$ cat src/rtl/cpu_pkg.sv
// Shared CPU definitions: fetch fault causes and fetch state encodings.
package cpu_pkg;

  typedef enum logic [1:0] {
    FAULT_NONE     = 2'd0,
    FAULT_OOB      = 2'd1,
    FAULT_MISALIGN = 2'd2
  } fault_cause_t;

  typedef logic [1:0] state_t;

  localparam state_t ST_RUN        = 2'd0;
  localparam state_t ST_FAULT_PEND = 2'd1;
  localparam state_t ST_HALT       = 2'd2;

endpackage

$ cat src/rtl/fetch_fifo.sv
// Prefetch FIFO of {pc, inst} entries with synchronous flush and push-while-full
// when a pop happens in the same cycle.
module fetch_fifo #(
  parameter int DEPTH = 2,
  parameter int WIDTH = 64
) (
  input  logic                       clk,
  input  logic                       rst_n,
  input  logic                       flush,
  input  logic                       push,
  input  logic [WIDTH-1:0]           push_data,
  input  logic                       pop,
  output logic [WIDTH-1:0]           head_data,
  output logic                       empty,
  output logic [$clog2(DEPTH+1)-1:0] count
);

  localparam int PW = $clog2(DEPTH);

  logic [WIDTH-1:0] mem [DEPTH];
  logic [PW-1:0]    rd_ptr;
  logic [PW-1:0]    wr_ptr;

  function automatic logic [PW-1:0] next_ptr(input logic [PW-1:0] p);
    return (p == PW'(DEPTH - 1)) ? '0 : p + 1'b1;
  endfunction

  assign head_data = mem[rd_ptr];
  assign empty     = (count == '0);

  // Storage is cleared only by reset so the head reads zero until the first push.
  always_ff @(posedge clk or negedge rst_n) begin
    if (!rst_n) begin
      rd_ptr <= '0;
      wr_ptr <= '0;
      count  <= '0;
      for (int i = 0; i < DEPTH; i++) mem[i] <= '0;
    end else if (flush) begin
      rd_ptr <= '0;
      wr_ptr <= '0;
      count  <= '0;
    end else begin
      if (push) begin
        mem[wr_ptr] <= push_data;
        wr_ptr      <= next_ptr(wr_ptr);
      end
      if (pop) rd_ptr <= next_ptr(rd_ptr);
      case ({push, pop})
        2'b10:   count <= count + 1'b1;
        2'b01:   count <= count - 1'b1;
        default: ;
      endcase
    end
  end

endmodule

$ cat src/rtl/inst_fetch.sv
// Instruction fetch unit: PC register, bounds/alignment checking against code
// memory, fault state machine and the prefetch FIFO feeding decode.
module inst_fetch
  import cpu_pkg::*;
#(
  parameter int          MEM_SIZE = 1024,
  parameter logic [31:0] RESET_PC = 32'h0,
  parameter int          DEPTH    = 2
) (
  input  logic        clk,
  input  logic        rst_n,
  output logic [31:0] mem_addr,
  input  logic [31:0] mem_inst,
  input  logic        redirect_valid,
  input  logic [31:0] redirect_pc,
  output logic        out_valid,
  input  logic        out_ready,
  output logic [31:0] out_inst,
  output logic [31:0] out_pc,
  output logic        fault,
  output logic [1:0]  fault_cause,
  output logic [31:0] fault_pc
);

  localparam int CW = $clog2(DEPTH + 1);

  logic [31:0]   fetch_pc;
  state_t        state;
  fault_cause_t  cause_q;
  logic [31:0]   fault_pc_q;
  logic [CW-1:0] count;
  logic          empty;
  logic [63:0]   head;
  logic          deq;
  logic          has_space;
  logic          in_range;
  logic          aligned;
  logic          bad_pc;
  logic          do_fetch;

  // 33-bit sum so a PC that wrapped past the top of the address space is out of range.
  assign in_range  = ({1'b0, fetch_pc} + 33'd3) < 33'(MEM_SIZE);
  assign aligned   = (fetch_pc[1:0] == 2'b00);
  assign bad_pc    = !in_range || !aligned;
  assign deq       = out_valid && out_ready;
  assign has_space = (count < CW'(DEPTH)) || deq;
  assign do_fetch  = (state == ST_RUN) && !redirect_valid && !bad_pc && has_space;

  assign mem_addr    = fetch_pc;
  assign out_valid   = !empty && (state != ST_HALT);
  assign out_pc      = head[63:32];
  assign out_inst    = head[31:0];
  assign fault       = (state == ST_HALT);
  assign fault_cause = cause_q;
  assign fault_pc    = fault_pc_q;

  fetch_fifo #(
    .DEPTH (DEPTH),
    .WIDTH (64)
  ) u_fifo (
    .clk       (clk),
    .rst_n     (rst_n),
    .flush     (redirect_valid),
    .push      (do_fetch),
    .push_data ({fetch_pc, mem_inst}),
    .pop       (deq),
    .head_data (head),
    .empty     (empty),
    .count     (count)
  );

  // A redirect wins in every state; otherwise a bad PC parks the unit until drained.
  always_ff @(posedge clk or negedge rst_n) begin
    if (!rst_n) begin
      fetch_pc   <= RESET_PC;
      state      <= ST_RUN;
      cause_q    <= FAULT_NONE;
      fault_pc_q <= '0;
    end else if (redirect_valid) begin
      fetch_pc   <= redirect_pc;
      state      <= ST_RUN;
      cause_q    <= FAULT_NONE;
      fault_pc_q <= '0;
    end else begin
      case (state)
        ST_RUN: begin
          if (bad_pc) begin
            fault_pc_q <= fetch_pc;
            cause_q    <= !in_range ? FAULT_OOB : FAULT_MISALIGN;
            state      <= empty ? ST_HALT : ST_FAULT_PEND;
          end else if (do_fetch) begin
            fetch_pc <= fetch_pc + 32'd4;
          end
        end
        ST_FAULT_PEND: begin
          if (empty) state <= ST_HALT;
        end
        default: ;
      endcase
    end
  end

endmodule

$ cat config.mk
export PLATFORM = sky130hd
export DESIGN_NAME = inst_fetch
export DESIGN_NICKNAME = d
export VERILOG_FILES = /design/src/rtl/cpu_pkg.sv /design/src/rtl/fetch_fifo.sv /design/src/rtl/inst_fetch.sv
export SDC_FILE = /design/constraint.sdc
export NUM_CORES = 1
export LEC_CHECK = 0
export ABC_AREA = 0
export BUFFER_PORTS_ARGS = -buffer_cell sky130_fd_sc_hd__buf_2
export CAP_MARGIN = 40
export CORE_AREA = 2 2 130 157
export CTS_BUF_LIST = sky130_fd_sc_hd__clkbuf_8
export DETAILED_ROUTE_END_ITERATION = 12
export DIE_AREA = 0 0 132 159
export PLACE_DENSITY = 0.78
export RECOVER_POWER = 25
export REMOVE_ABC_BUFFERS = 1
export SETUP_SLACK_MARGIN = 0.2
export SLEW_MARGIN = 15
export SYNTH_ARGS = -nofsm -noshare
export SYNTH_HDL_FRONTEND = slang
export SYNTH_HIERARCHICAL = 1
export SYNTH_SLANG_ARGS = --single-unit
$ cat constraint.sdc
create_clock -name clk -period 3.5 [get_ports clk]
set_input_delay 0 -clock clk [delete_from_list [all_inputs] [get_ports clk]]
set_output_delay 0 -clock clk [all_outputs]
set_load 0.02 [all_outputs]
==> metrics <==
unrepaired setup endpoints after global routing=false; Critical Path Sink Type=register; gpl congestion=0.810; Layout area overhead=29.3%; Clock Path Buffers=2; measured slew at the worst slew-check pin=2.17 ns; ANT nets after route=0; CTS Root Cell=clkbuf_8; area of the multi-input gates=4250 um^2; Max Clk Rate=0.313 GHz; H-tree depth=4; drt pass-1 iters=5; core area=19400 um^2; Leak=6.27 nW; worst hold path type=input port to asynchronous set/reset pin; Post-synth top cells=200 x dfrtp_1, 155 x mux2_2, 61 x mux2_4; CTS tree=done; reg2reg setup slack=0.31 ns; Startpoint Class=register; final worst slack=0.308 ns; Initial Utilization=0.493; Synth warnings=6; # setup viols final=0; Final Cycle Share=0.912; Vias=6766; post-synth top area share=0.523; min Tclk post-route=3.19 ns; final core utilization=0.637; Rel. slew slack=-0.447; post-synthesis sequential area ratio=0.523; share of cells above drive strength 1=0.521; Power Total=4.57 mW; top cell type by total area after synthesis=dfrtp_1; DIE HEIGHT=159 um; failing checks=max-capacitance violations, max-slew violations; Cells after Synth=689; post-synth cell types=61; worst r2r src=mem_addr[0]$_DFFE_PN0P_; critical path type=register to register; clk_lat worst skew=0.48 ns; nets=1058; total CTS buffers=17; Vias per Instance=5.35; largest net degree at the start of global routing=86; CP arrival=3.55 ns; vias in the first global route=7047; max_cap viols=2; Cell Rows=56; total track usage=0.227; Slew Viols, Final=137; CP Data Required Time=3.86 ns; fill count=1471; Port Buf Inserts=199; status=finished with violations; Fin. Hold Viols=0; Synth Flop Type=dfrtp_1; Post-synth ARST share=1.00; die area=21000 um^2; Iteration-0 DRC Markers=345; routed len/inst=19.4 um; R2R cell count=11; Synth area leaders=dfrtp_1 52%, mux2_2 18%, mux2_4 9.6%, mux2i_1 3.7%, nor2_1 1.7%; DRC violations left=0; Mean Syn Cell Area=13.9 um^2; dpl ws=0.138 ns; Routed WL=24.6 mm; Worst VDD drop=0.259 mV; pwr dens=369 nW/um^2; Clock Pin Slew Worst Setup and Hold Paths=0.11 ns; Worst Skew=0.0187 ns; GRT overflow=0; DP HPWL=15.2 mm; most common cell in the netlist=dfrtp_1; synthesized area=9560 um^2; die width=132 um; clock sinks=200; first-pass GRT wire length=38.0 mm; IO Pins=200; CP max FO=11; initial antenna violation count=1; number of flops mapped to enable cells by yosys=0; Yosys reg bits=200; FF/Latch Area=5020 um^2; reg2reg end=u_fifo/mem[110]$_DFFE_PN0P_
flip-flops by register name, indices dropped and copies added, names as in the netlist:
name and count:
mem_addr 32, state 2, fault_cause 2, u_fifo/wr_ptr 1, u_fifo/rd_ptr 1, u_fifo/mem 128
fault_pc 32, u_fifo/count 2
per-stage QoR:
stage | cells | setup TNS [ns] | instance area [um^2] | hold slack (ns)
after floorplan | 648 | -361.07 | 9230 | -0.296
after global placement | 1144 | 0 | 10900 | 0.211
after detailed placement | 1147 | 0 | 11000 | -0.0231
after CTS | 1251 | 0 | 12200 | 0.00691
after global routing | 1264 | 0 | 12400 | 0.0316
final | 1264 | 0 | 12400 | 0.0165
power breakdown:
group / total, mW / switching, mW / internal, mW / leakage (nW)
clock: 1.49 / 0.941 / 0.548 / 0.203
combinational: 0.629 / 0.364 / 0.265 / 3.37
sequential: 2.45 / 0.0720 / 2.38 / 2.69
total: 4.57 / 1.38 / 3.19 / 6.27
cells by family (layout without fill, tap and decap cells):
group,count (synthesis),after routing,share of synthesized area
AO/OA/AOI/OAI,49,49,0.0366
adder cells (fa/ha/maj),1,1,0.00131
XOR/XNOR,11,11,0.0101
other,0,1,0
AND/OR/NAND/NOR,130,130,0.0760
multiplexers,251,251,0.315
flip-flops,200,200,0.523
buffers and inverters,47,360,0.0377
critical path, stage by stage (launching register included):
cell and delay, ns:
dfrtp_1 0.53, o2111a_1 0.26, and3_4 0.22, o211ai_1 0.11
a211o_1 0.36, a2111oi_4 0.43, nand3_2 0.14, inv_2 0.09
nor3b_4 0.25, buf_6 0.18, clkbuf_16 0.20, mux2_4 0.31
per-layer routing:
metal	vias to the layer above	routed length [um]	GRT usage
met4	0	393	0.0578
met1	3426	10800	0.295
li1	3111	-	-
met2	202	12300	0.392
met3	27	1120	0.0430
met5	-	0	0
layout by cell type (no fill, tap or decap), drive strengths merged, types with 2 or more instances in the layout:
master       netlist  final
o31ai              4      4
nor4               5      5
mux2             216    216
a211oi             3      3
dfrtp            200    200
o211ai             2      2
and3               6      6
nand3             10     10
nand2             17     17
nand2b             3      3
xnor2              8      8
a21oi              6      6
a22oi              2      2
nor2              43     43
or4                3      3
nor2b              3      3
inv                6     13
buf               31    244
o41ai              2      2
a31oi              5      5
xor2               3      3
clkbuf            10     25
and4               4      4
and3b              2      2
nand4             13     13
dlygate4sd3        0     69
nor3               8      8
o21ai             10     10
clkinv             0      7
a211o              3      3
mux2i             35     35
and2               3      3
nor3b              4      4
final cells by class:
type / count / share of cell area
inverters: 6 / 0.00182
repair buffers: 322 / 0.189
clock buffers: 17 / 0.0189
multi-input cells: 442 / 0.344
well taps: 261 / 0.0264
diodes: 1 / 0.000202
clock inverters: 15 / 0.0144
flip-flops and latches: 200 / 0.406
worst max-delay path by stage:
stage,cells past startpoint,end,startpoint,slack [ns]
floorplan,10,u_fifo/mem[89]$_DFFE_PN0P_,mem_addr[2]$_DFFE_PN0P_,-3.64
global placement,11,u_fifo/mem[90]$_DFFE_PN0P_,mem_addr[2]$_DFFE_PN0P_,0.27
detailed placement,11,u_fifo/mem[90]$_DFFE_PN0P_,mem_addr[2]$_DFFE_PN0P_,0.14
CTS,12,u_fifo/mem[98]$_DFFE_PN0P_,mem_addr[2]$_DFFE_PN0P_,0.18
global route,12,u_fifo/mem[110]$_DFFE_PN0P_,mem_addr[3]$_DFFE_PN0P_,0.19
finish,11,u_fifo/mem[110]$_DFFE_PN0P_,mem_addr[0]$_DFFE_PN0P_,0.31
timing repair:
action,CTS,global route
hold buffers,69,0
endpoints found under the setup margin,64,142
endpoints found under the hold margin,287,0
resized for setup,3,17
buffers inserted,2,4
cloned,1,8
pin swaps,0,5
Power figures use the tool's default switching activity.
